### config.mk
export PLATFORM = sky130hd
export DESIGN_NAME = ftdi_fifo_emulator_flat
export DESIGN_NICKNAME = d
export VERILOG_FILES = /design/src/rtl/ftdi_fifo_emulator_if.sv /design/src/rtl/ftdi_fifo_emulator.sv /design/src/flat_wrapper.sv
export SDC_FILE = /design/constraint.sdc
export NUM_CORES = 1
export LEC_CHECK = 0
export BUFFER_PORTS_ARGS = -buffer_cell sky130_fd_sc_hd__buf_2
export CELL_PAD_IN_SITES_DETAIL_PLACEMENT = 1
export CELL_PAD_IN_SITES_GLOBAL_PLACEMENT = 2
export CORE_MARGIN = 5
export CORE_UTILIZATION = 35
export CTS_BUF_LIST = sky130_fd_sc_hd__clkbuf_8
export CTS_CLUSTER_SIZE = 20
export DETAILED_ROUTE_END_ITERATION = 12
export GPL_TIMING_DRIVEN = 0
export PLACE_DENSITY_LB_ADDON = 0.1
export SLEW_MARGIN = 20
export SYNTH_ARGS = -nofsm -noshare
export SYNTH_HDL_FRONTEND = slang
export SYNTH_SLANG_ARGS = --single-unit
### constraint.sdc
create_clock -name clk -period 9.1 [get_ports clk]
set_input_delay 0.455 -clock clk [delete_from_list [all_inputs] [get_ports clk]]
set_output_delay 0.455 -clock clk [all_outputs]
set_load 0.01 [all_outputs]
### src/rtl/ftdi_fifo_emulator_if.sv
// Bundle of the controller-side FIFO bus and the host-side streaming ports of
// the FTDI FIFO emulator. The slave view is the emulator; the master view is
// whatever drives it (FIFO controller plus host).
interface ftdi_fifo_emulator_if #(
  parameter int AW = 4
);
  // Controller (FTDI-style) side, strobes active-low
  logic          oe;
  logic          rd;
  logic          wr;
  logic          rxf;
  logic          txe;
  logic [7:0]    d_out;
  logic          d_oe;
  logic [7:0]    d_in;
  // Host side, valid/ready
  logic [7:0]    h_rx_data;
  logic          h_rx_valid;
  logic          h_rx_ready;
  logic [7:0]    h_tx_data;
  logic          h_tx_valid;
  logic          h_tx_ready;
  // Status
  logic [AW:0]   rx_count;
  logic [AW:0]   tx_count;
  logic          rx_underrun;
  logic          tx_overflow;

  modport slave (
    input  oe, rd, wr, d_in, h_rx_data, h_rx_valid, h_tx_ready,
    output rxf, txe, d_out, d_oe, h_rx_ready, h_tx_data, h_tx_valid,
           rx_count, tx_count, rx_underrun, tx_overflow
  );

  modport master (
    output oe, rd, wr, d_in, h_rx_data, h_rx_valid, h_tx_ready,
    input  rxf, txe, d_out, d_oe, h_rx_ready, h_tx_data, h_tx_valid,
           rx_count, tx_count, rx_underrun, tx_overflow
  );
endinterface

### src/rtl/ftdi_fifo_emulator.sv
// FTDI FIFO emulator: an RX FIFO filled by the host and drained by the
// controller (rd strobe, first-word-fall-through on d_out), and a TX FIFO
// filled by the controller (wr strobe) and drained by the host. Both paths are
// fully independent; rxf/txe are registered from next-state occupancy so they
// track the edge that changed the count with no extra cycle.
module ftdi_fifo_emulator #(
  parameter int DEPTH = 16,
  parameter int AW    = 4
) (
  input  logic                  clk,
  input  logic                  n_rst,
  ftdi_fifo_emulator_if.slave   bus
);

  localparam logic [AW:0] FULL = (AW+1)'(DEPTH);

  // Storage
  logic [7:0]    rx_mem [DEPTH];
  logic [7:0]    tx_mem [DEPTH];

  // RX path state
  logic [AW-1:0] rx_wp_q, rx_wp_d;
  logic [AW-1:0] rx_rp_q, rx_rp_d;
  logic [AW:0]   rx_count_q, rx_count_d;
  logic          rxf_q, rxf_d;
  logic          rx_underrun_q, rx_underrun_d;

  // TX path state
  logic [AW-1:0] tx_wp_q, tx_wp_d;
  logic [AW-1:0] tx_rp_q, tx_rp_d;
  logic [AW:0]   tx_count_q, tx_count_d;
  logic          txe_q, txe_d;
  logic          tx_overflow_q, tx_overflow_d;

  // Per-edge transfer decisions
  logic          rx_push, rx_pop;
  logic          tx_push, tx_pop;
  logic          rx_ready, tx_valid;

  // RX next-state: host push when not full, controller pop when not empty
  always_comb begin
    rx_ready      = (rx_count_q != FULL);
    rx_push       = bus.h_rx_valid && rx_ready;
    rx_pop        = !bus.rd && (rx_count_q != '0);
    rx_wp_d       = rx_wp_q;
    rx_rp_d       = rx_rp_q;
    rx_count_d    = rx_count_q;
    rx_underrun_d = rx_underrun_q || (!bus.rd && (rx_count_q == '0));
    // Pointers are AW bits wide and DEPTH is 2**AW, so +1 wraps naturally.
    if (rx_push) rx_wp_d = rx_wp_q + AW'(1);
    if (rx_pop)  rx_rp_d = rx_rp_q + AW'(1);
    unique case ({rx_push, rx_pop})
      2'b10:   rx_count_d = rx_count_q + (AW+1)'(1);
      2'b01:   rx_count_d = rx_count_q - (AW+1)'(1);
      default: rx_count_d = rx_count_q;
    endcase
    rxf_d = (rx_count_d == '0);
  end

  // TX next-state: controller write when not full, host drain when not empty
  always_comb begin
    tx_valid      = (tx_count_q != '0);
    tx_push       = !bus.wr && (tx_count_q != FULL);
    tx_pop        = tx_valid && bus.h_tx_ready;
    tx_wp_d       = tx_wp_q;
    tx_rp_d       = tx_rp_q;
    tx_count_d    = tx_count_q;
    tx_overflow_d = tx_overflow_q || (!bus.wr && (tx_count_q == FULL));
    if (tx_push) tx_wp_d = tx_wp_q + AW'(1);
    if (tx_pop)  tx_rp_d = tx_rp_q + AW'(1);
    unique case ({tx_push, tx_pop})
      2'b10:   tx_count_d = tx_count_q + (AW+1)'(1);
      2'b01:   tx_count_d = tx_count_q - (AW+1)'(1);
      default: tx_count_d = tx_count_q;
    endcase
    txe_d = (tx_count_d == FULL);
  end

  // Control registers, asynchronously cleared; rxf idles high (RX empty)
  always_ff @(posedge clk or negedge n_rst) begin
    if (!n_rst) begin
      rx_wp_q       <= '0;
      rx_rp_q       <= '0;
      rx_count_q    <= '0;
      rxf_q         <= 1'b1;
      rx_underrun_q <= 1'b0;
      tx_wp_q       <= '0;
      tx_rp_q       <= '0;
      tx_count_q    <= '0;
      txe_q         <= 1'b0;
      tx_overflow_q <= 1'b0;
    end else begin
      // NOTE: sequential state uses non-blocking assignments so every flop
      // samples the pre-edge values computed by the always_comb blocks.
      rx_wp_q       <= rx_wp_d;
      rx_rp_q       <= rx_rp_d;
      rx_count_q    <= rx_count_d;
      rxf_q         <= rxf_d;
      rx_underrun_q <= rx_underrun_d;
      tx_wp_q       <= tx_wp_d;
      tx_rp_q       <= tx_rp_d;
      tx_count_q    <= tx_count_d;
      txe_q         <= txe_d;
      tx_overflow_q <= tx_overflow_d;
    end
  end

  // FIFO storage writes
  // NOTE: the data arrays are deliberately not reset; emptiness is tracked by
  // the pointers/counts, and an unreset array maps onto plain RAM.
  always_ff @(posedge clk) begin
    if (rx_push) rx_mem[rx_wp_q] <= bus.h_rx_data;
    if (tx_push) tx_mem[tx_wp_q] <= bus.d_in;
  end

  // Outputs: heads are read combinationally (first-word-fall-through)
  assign bus.d_out       = rx_mem[rx_rp_q];
  assign bus.d_oe        = !bus.oe;
  assign bus.rxf         = rxf_q;
  assign bus.h_rx_ready  = rx_ready;
  assign bus.rx_count    = rx_count_q;
  assign bus.rx_underrun = rx_underrun_q;
  assign bus.h_tx_data   = tx_mem[tx_rp_q];
  assign bus.h_tx_valid  = tx_valid;
  assign bus.txe         = txe_q;
  assign bus.tx_count    = tx_count_q;
  assign bus.tx_overflow = tx_overflow_q;

endmodule

### src/flat_wrapper.sv
// flat-port wrapper written by rule: the top's interface ports become plain ports
module ftdi_fifo_emulator_flat 
#(
  parameter int DEPTH = 16,
  parameter int AW    = 4
)
  (clk, n_rst, bus_oe, bus_rd, bus_wr, bus_d_in, bus_h_rx_data, bus_h_rx_valid, bus_h_tx_ready, bus_rxf, bus_txe, bus_d_out, bus_d_oe, bus_h_rx_ready, bus_h_tx_data, bus_h_tx_valid, bus_rx_count, bus_tx_count, bus_rx_underrun, bus_tx_overflow);
  ftdi_fifo_emulator_if #(.AW(AW)) bus_i ();
  input  logic clk;
  input  logic n_rst;
  input wire logic [$bits(bus_i.oe)-1:0] bus_oe;
  input wire logic [$bits(bus_i.rd)-1:0] bus_rd;
  input wire logic [$bits(bus_i.wr)-1:0] bus_wr;
  input wire logic [$bits(bus_i.d_in)-1:0] bus_d_in;
  input wire logic [$bits(bus_i.h_rx_data)-1:0] bus_h_rx_data;
  input wire logic [$bits(bus_i.h_rx_valid)-1:0] bus_h_rx_valid;
  input wire logic [$bits(bus_i.h_tx_ready)-1:0] bus_h_tx_ready;
  output wire logic [$bits(bus_i.rxf)-1:0] bus_rxf;
  output wire logic [$bits(bus_i.txe)-1:0] bus_txe;
  output wire logic [$bits(bus_i.d_out)-1:0] bus_d_out;
  output wire logic [$bits(bus_i.d_oe)-1:0] bus_d_oe;
  output wire logic [$bits(bus_i.h_rx_ready)-1:0] bus_h_rx_ready;
  output wire logic [$bits(bus_i.h_tx_data)-1:0] bus_h_tx_data;
  output wire logic [$bits(bus_i.h_tx_valid)-1:0] bus_h_tx_valid;
  output wire logic [$bits(bus_i.rx_count)-1:0] bus_rx_count;
  output wire logic [$bits(bus_i.tx_count)-1:0] bus_tx_count;
  output wire logic [$bits(bus_i.rx_underrun)-1:0] bus_rx_underrun;
  output wire logic [$bits(bus_i.tx_overflow)-1:0] bus_tx_overflow;
  assign bus_i.oe = bus_oe;
  assign bus_i.rd = bus_rd;
  assign bus_i.wr = bus_wr;
  assign bus_i.d_in = bus_d_in;
  assign bus_i.h_rx_data = bus_h_rx_data;
  assign bus_i.h_rx_valid = bus_h_rx_valid;
  assign bus_i.h_tx_ready = bus_h_tx_ready;
  assign bus_rxf = bus_i.rxf;
  assign bus_txe = bus_i.txe;
  assign bus_d_out = bus_i.d_out;
  assign bus_d_oe = bus_i.d_oe;
  assign bus_h_rx_ready = bus_i.h_rx_ready;
  assign bus_h_tx_data = bus_i.h_tx_data;
  assign bus_h_tx_valid = bus_i.h_tx_valid;
  assign bus_rx_count = bus_i.rx_count;
  assign bus_tx_count = bus_i.tx_count;
  assign bus_rx_underrun = bus_i.rx_underrun;
  assign bus_tx_overflow = bus_i.tx_overflow;
  ftdi_fifo_emulator #(.DEPTH(DEPTH), .AW(AW)) u_core (.clk(clk), .n_rst(n_rst), .bus(bus_i));
endmodule
==> results of run 1 <==
worst reg2reg max path: cells and delay by family, from the launching register on:
kind | cells | cell delay (ps)
fa+ha+maj | 2 | 740
flops | 1 | 440
buf+inv | 1 | 160
simple gates | 4 | 1220
compound gates | 3 | 610
xor+xnor | 1 | 90
per-layer routing:
metal | track usage | share of wire | up-vias
met2 | 0.257 | 0.52 | 105
met3 | 0.0298 | 0.045 | 40
li1 | - | - | 2501
met4 | 0.0370 | 0.016 | 0
met5 | 0 | 0 | -
met1 | 0.183 | 0.42 | 2949
logic make-up (layout without fill, tap and decap cells):
family | count (synthesis) | in the layout
flops | 286 | 286
mux | 87 | 87
simple gates | 83 | 83
buf+inv | 38 | 198
compound gates | 24 | 24
xor+xnor | 21 | 21
fa+ha+maj | 18 | 18
layout by cell type (no fill, tap or decap), drive strengths merged, types with 2 or more instances in the layout:
cell type  instances
o211a              2
nor3b              3
inv               30
a21oi              5
xor2               5
mux4              80
or3                2
nor4               3
nand4              4
o211ai             2
nor2              28
a211oi             2
bufinv             2
mux2i              2
buf               85
o21bai             3
nand2             24
and2               2
xnor2             16
o21ai              7
nand2b             5
nor2b              2
nor3               9
mux2               5
dfrtp             29
clkinv            20
clkbuf            60
edfxtp           256
ha                17
a21o               2
cell type report:
cell class / count / area, sq um
Timing Repair Buffer: 64 / 345
Inverter: 8 / 30.0
Fill cell: 3133 / 19100
Clock inverter: 44 / 250
Buffer: 30 / 140
Tap cell: 442 / 553
Multi-Input combinational cell: 233 / 2900
Sequential cell: 286 / 8440
Clock buffer: 52 / 716
worst paths after layout:
kind | start | end | slack (ps) | cells after the start
min in group asynchronous | n_rst | u_core.bus.rx_underrun | 480 | 2
worst max-delay path | u_core.rx_rp_q[1] | bus_d_out[6] | 5600 | 5
worst max register to register | u_core.bus.tx_count[0] | u_core.bus.txe | 5740 | 11
worst min register to register | u_core.bus.tx_overflow | u_core.bus.tx_overflow | 470 | 1
max in group asynchronous | n_rst | u_core.tx_wp_q[1] | 8140 | 2
worst min-delay path | bus_wr | u_core.bus.tx_overflow | 100 | 2
metrics by stage:
stage / worst slack [ps] / utilization / cells
floorplan: 6010 / - / 557
global route: 5420 / 0.412 / 1159
finish: 5600 / 0.412 / 1159
global placement: 5720 / 0.379 / 1054
detailed placement: 5710 / 0.382 / 1062
CTS: 5430 / 0.412 / 1159
state kept, by name, indices dropped and copies added, names as in the netlist:
| signal | flops |
|---|---|
| u_core.rx_mem | 128 |
| u_core.tx_mem | 128 |
| u_core.bus.rx_count | 5 |
| u_core.bus.tx_count | 5 |
| u_core.rx_rp_q | 4 |
| u_core.rx_wp_q | 4 |
| u_core.tx_rp_q | 4 |
| u_core.tx_wp_q | 4 |
| u_core.bus.rx_underrun | 1 |
| u_core.bus.rxf | 1 |
| u_core.bus.tx_overflow | 1 |
| u_core.bus.txe | 1 |
power groups by stage:
stage / combinational (mW) / clock [mW] / sequential (mW)
2_1_floorplan: 0.956 / 0 / 1.71
3_3_place_gp: 1.40 / 0 / 1.71
3_5_place_dp: 1.45 / 0 / 1.73
4_1_cts: 1.45 / 1.16 / 1.70
5_1_grt: 1.53 / 1.24 / 1.71
6_report: 1.40 / 1.12 / 1.70
==> results.py, run 1 <==
metrics = {
    "pwr": {
        "finalPower_mw": 4.22,
        "clkPwrFrac": 0.265,
        "leakagePower_nw": 4.54,
        "p_switching_mw": 1.36,
        "sw_frac_of_total": 0.322,
        "ir_worst_vdd_v": 0.000132,
        "seqPwrFrac": 0.402,
        "pwr_density_cell_nw_per_um2": 315,
        "p_int_mw": 2.86,
        "p_comb_frac": 0.333,
    },
    "clock_network": {
        "clock_sinks": 286,
        "ctsHtreeMaxLevel": 2,
        "cts_setup_buffers": 0,
        "cts.clk_slew.worst_paths_ps": 60,
        "cts_buffers": 51,
        "cts_tree": "built",
        "cts-hold-fix-buffers": 1,
        "clock_path_buffers": 3,
        "insertion_delay_ps": 580,
        "cts-root-buf": "clkbuf_8",
        "ctsResizeCount": 0,
    },
    "grt": {
        "grt_pass1_vias": 6439,
        "grt_usage": 0.145,
        "grt_max_degree": 31,
        "antenna_found_initial": 0,
        "grt_overflow": 0,
        "grt_first_pass_wirelength_um": 39700,
    },
    "die": {
        "start_util": 0.353,
        "die_h_um": 191,
        "rows": 66,
        "core_region_area_sq_um": 32500,
        "die_area_sq_um": 36500,
        "ioPinCount": 56,
        "fp.dieW_um": 191,
    },
    "critical_path": {
        "crit_fanout": 10,
        "path_cells": "clkbuf_1 > buf_1 > mux4_2 > mux4_2 > buf_2",
        "max_stage_delay_ps": 690,
        "critPathCaptureType": "output port",
        "required_ps": 8650,
        "cp-start-kind": "register",
        "critPathBufInv": 3,
        "crit_top_cell": "mux4_2",
        "path_class": "register to output port",
        "cp_top_family": "buffers and inverters",
        "arrival_ps": 3050,
        "cp_slowest_cell": "buf_1",
    },
    "flow_run": {
        "drv_cap": 0,
    },
    "timing": {
        "max_slew.worst_pin.slew_ps": 1110,
        "fmax_mhz": 285,
        "rsz0062_at_grt": "false",
        "finalClockSkew_ps": 24.5,
        "hold_ws_ps": 97.1,
        "timing.final.crit_share": 0.385,
        "hold_viol_final": 0,
        "finalSetupViolations": 0,
        "setup_tns_ps": 0,
        "period_minus_slack_ps": 3500,
        "drv_slew": 0,
        "timing.slew.headroom": 0.256,
    },
    "place": {
        "postPlaceCellArea_sq_um": 12400,
        "post-dp-hpwl_um": 17700,
        "io_buffers": 55,
        "gp_congestion": 0.748,
    },
    "logic_synthesis": {
        "synthMuxAreaShare": 0.164,
        "ys_types": 37,
        "post-synth-top-area-fraction": 0.670,
        "synth.most_common_cell": "edfxtp_1",
        "synth_edf_count": 256,
        "synth_area_leader_cell": "edfxtp_1",
        "synth_warnings": 0,
        "ys.flop_type": "edfxtp_1",
        "syn_area_per_cell_sq_um": 20.6,
        "yosysSeqAreaShare": 0.736,
        "ys_top_cells_by_area": "edfxtp_1 67%, mux4_2 16%, dfrtp_1 6.3%",
        "async_flop_share": 0.105,
        "synthSimpleGateAreaFrac": 0.0351,
        "synth_compound_area_frac": 0.0136,
        "syn_nets": 598,
        "synth_area_sq_um": 11500,
        "synth-xor-area-share": 0.0160,
        "synth_top_family_by_area": "multiplexers",
        "synth_common_cells": "256 x edfxtp_1, 80 x mux4_2, 29 x dfrtp_1",
        "ys_seq_elements": 286,
        "syn_inst": 557,
        "synth_adder_area_share": 0.0203,
    },
    "routing": {
        "vias": 5595,
        "wl_per_cell_um": 22.4,
        "drc": 0,
        "firstDrtPassIters": 4,
        "drt-total-wl_um": 25900,
        "drt_iter0_drc": 194,
        "final_antenna_net_count": 0,
        "via_per_inst": 4.83,
    },
    "final_layout": {
        "fin_nets": 715,
        "stdcell_area_sq_um": 13400,
        "syn2layout_area_growth_pct": 16.6,
        "drive_above_1_share": 0.321,
        "num_antenna_cells": 0,
    },
    "hold_path": {
        "hold_class": "input port to register",
    },
    "run_status": {
        "outcome": "completed",
    },
}
(Power assumes the default switching activity.)
==> run 2, diff against run 1 <==
==> constraint.sdc (replaced) <==
create_clock -name clk -period 3 [get_ports clk]
set_input_delay 0.15 -clock clk [delete_from_list [all_inputs] [get_ports clk]]
set_output_delay 0.15 -clock clk [all_outputs]
set_load 0.01 [all_outputs]
==> run 2 against run 1 <==
Against the previous run: via count increased by 0.63%; first-iteration DRC count is 6.7% higher; non-clock buffer count grew 16; final cell count rose by 0.86%; critical path depth is 5 higher; sequential power rose to 3.0 times the previous value; critical path type is now register to register; largest cell class unchanged.
==> results.py, run 2 (synthesis gave the netlist of run 1 again) <==
metrics = {
    "die": {
        "start_util": 0.353,
        "ioPinCount": 56,
        "rows": 66,
        "fp.dieW_um": 191,
        "die_area_sq_um": 36500,
        "core_region_area_sq_um": 32500,
        "die_h_um": 191,
    },
    "critical_path": {
        "path_cells": "nor4_4 > nand2b_1 > and2_4 > ha_4 > fa_1 > a21o_1 > a21oi_1 > xor2_1 > or3_4 > a211oi_2",
        "path_class": "register to register",
        "required_ps": 3470,
        "arrival_ps": 3330,
        "cp-start-kind": "register",
        "cp_slowest_cell": "dfrtp_2",
        "r2r_cells": 10,
        "crit_fanout": 5,
        "max_stage_delay_ps": 450,
        "critPathCaptureType": "register",
    },
    "pwr": {
        "leakagePower_nw": 4.62,
        "finalPower_mw": 12.6,
        "ir_worst_vdd_v": 0.000369,
        "pwr_density_cell_nw_per_um2": 931,
    },
    "place": {
        "gp_congestion": 0.711,
        "post-dp-hpwl_um": 17200,
        "dp_cells": 1062,
        "io_buffers": 55,
        "postPlaceCellArea_sq_um": 12400,
        "pre_cts_ws_ps": -212,
    },
    "flow_run": {
        "drv_cap": 0,
    },
    "clock_network": {
        "cts_tree": "built",
        "cts-root-buf": "clkbuf_8",
        "clock_sinks": 286,
        "cts.clk_slew.worst_paths_ps": 60,
        "insertion_delay_ps": 570,
        "cts_buffers": 49,
        "clock_path_buffers": 3,
        "ctsHtreeMaxLevel": 2,
    },
    "timing": {
        "setup_ws_ps": 148,
        "period_minus_slack_ps": 2850,
        "timing.slew.headroom": 0.369,
        "finalSetupViolations": 0,
        "finalClockSkew_ps": 29.0,
        "max_slew.worst_pin.slew_ps": 943,
        "drv_slew": 0,
        "hold_ws_ps": 178,
        "fmax_mhz": 351,
        "setup_tns_ps": 0,
        "hold_viol_final": 0,
        "timing.final.crit_share": 0.951,
    },
    "grt": {
        "grt_first_pass_wirelength_um": 39000,
        "grt_max_degree": 31,
        "grt_pass1_vias": 6399,
        "antenna_found_initial": 0,
        "grt_usage": 0.142,
        "grt_overflow": 0,
    },
    "final_layout": {
        "fin_util": 0.417,
        "drive_above_1_share": 0.330,
        "syn2layout_area_growth_pct": 18.1,
        "fillCellCount": 3101,
        "layout_common_cells": "256 x edfxtp_1, 80 x mux4_2, 63 x buf_2",
        "fin_nets": 729,
        "num_antenna_cells": 0,
        "mostFrequentLayoutCell": "edfxtp_1",
        "fin_cells": 1169,
        "stdcell_area_sq_um": 13500,
        "top_regs": "u_core.rx_mem (128), u_core.tx_mem (128)",
    },
    "routing": {
        "wl_per_cell_um": 21.8,
        "vias": 5630,
        "drt-total-wl_um": 25500,
        "via_per_inst": 4.82,
        "drt_iter0_drc": 207,
        "drc": 0,
        "final_antenna_net_count": 0,
        "firstDrtPassIters": 4,
    },
    "run_status": {
        "outcome": "completed",
    },
    "hold_path": {
        "whs_path_depth": 3,
        "hold_class": "input port to register",
    },
}
==> run 2: final timing paths <==
check                                       start                     end  slack (ps)
min reg2reg                u_core.bus.rx_underrun  u_core.bus.rx_underrun         470
max                        u_core.bus.tx_count[1]          u_core.bus.txe         150
max reg2reg                u_core.bus.tx_count[1]          u_core.bus.txe         150
max in group asynchronous                   n_rst  u_core.bus.tx_count[0]        2280
min in group asynchronous                   n_rst  u_core.bus.rx_count[0]         200
min                                bus_h_rx_valid       u_core.rx_wp_q[0]         180
==> run 2: critical path, delay by kind of cell (launching register included) <==
| family | cells | cell delay, ps |
|---|---|---|
| AOI/OAI and AO/OA | 3 | 570 |
| adders and majority gates | 2 | 600 |
| xor gates and xnor gates | 1 | 120 |
| and+or+nand+nor | 4 | 1020 |
| DFF | 1 | 450 |
==> run 2: final cells by class <==
type | count | area, sq um | share of cell area
Timing Repair Buffer | 84 | 547 | 0.0404
Tap cell | 442 | 553 | 0.0409
Sequential cell | 286 | 8440 | 0.624
Buffer | 26 | 143 | 0.0105
Inverter | 8 | 30.0 | 0.00222
Clock inverter | 38 | 155 | 0.0115
Clock buffer | 52 | 716 | 0.0529
Multi-Input combinational cell | 233 | 2950 | 0.218
==> run 2: layer usage <==
metal,global-route usage,part of all wire,up-vias
met5,0,0,-
met4,0.0414,0.020,0
met3,0.0257,0.034,47
met2,0.260,0.54,91
met1,0.173,0.41,2962
li1,-,-,2530
==> run 2: power by group <==
part	switching (mW)	leakage [nW]	internal (mW)	total [mW]
registers	0.259	2.66	4.92	5.18
logic	2.31	1.42	2.01	4.32
clock network	1.51	0.539	1.60	3.11
total	4.08	4.62	8.53	12.6
==> run 2: timing repair <==
action | in CTS | in global routing
gates resized for setup | 15 | 11
endpoints found under the hold margin | 290 | 1
hold buffers | 19 | 1
endpoints found under the setup margin | 19 | 5
setup buffers | 1 | 0
pin swaps | 2 | 1
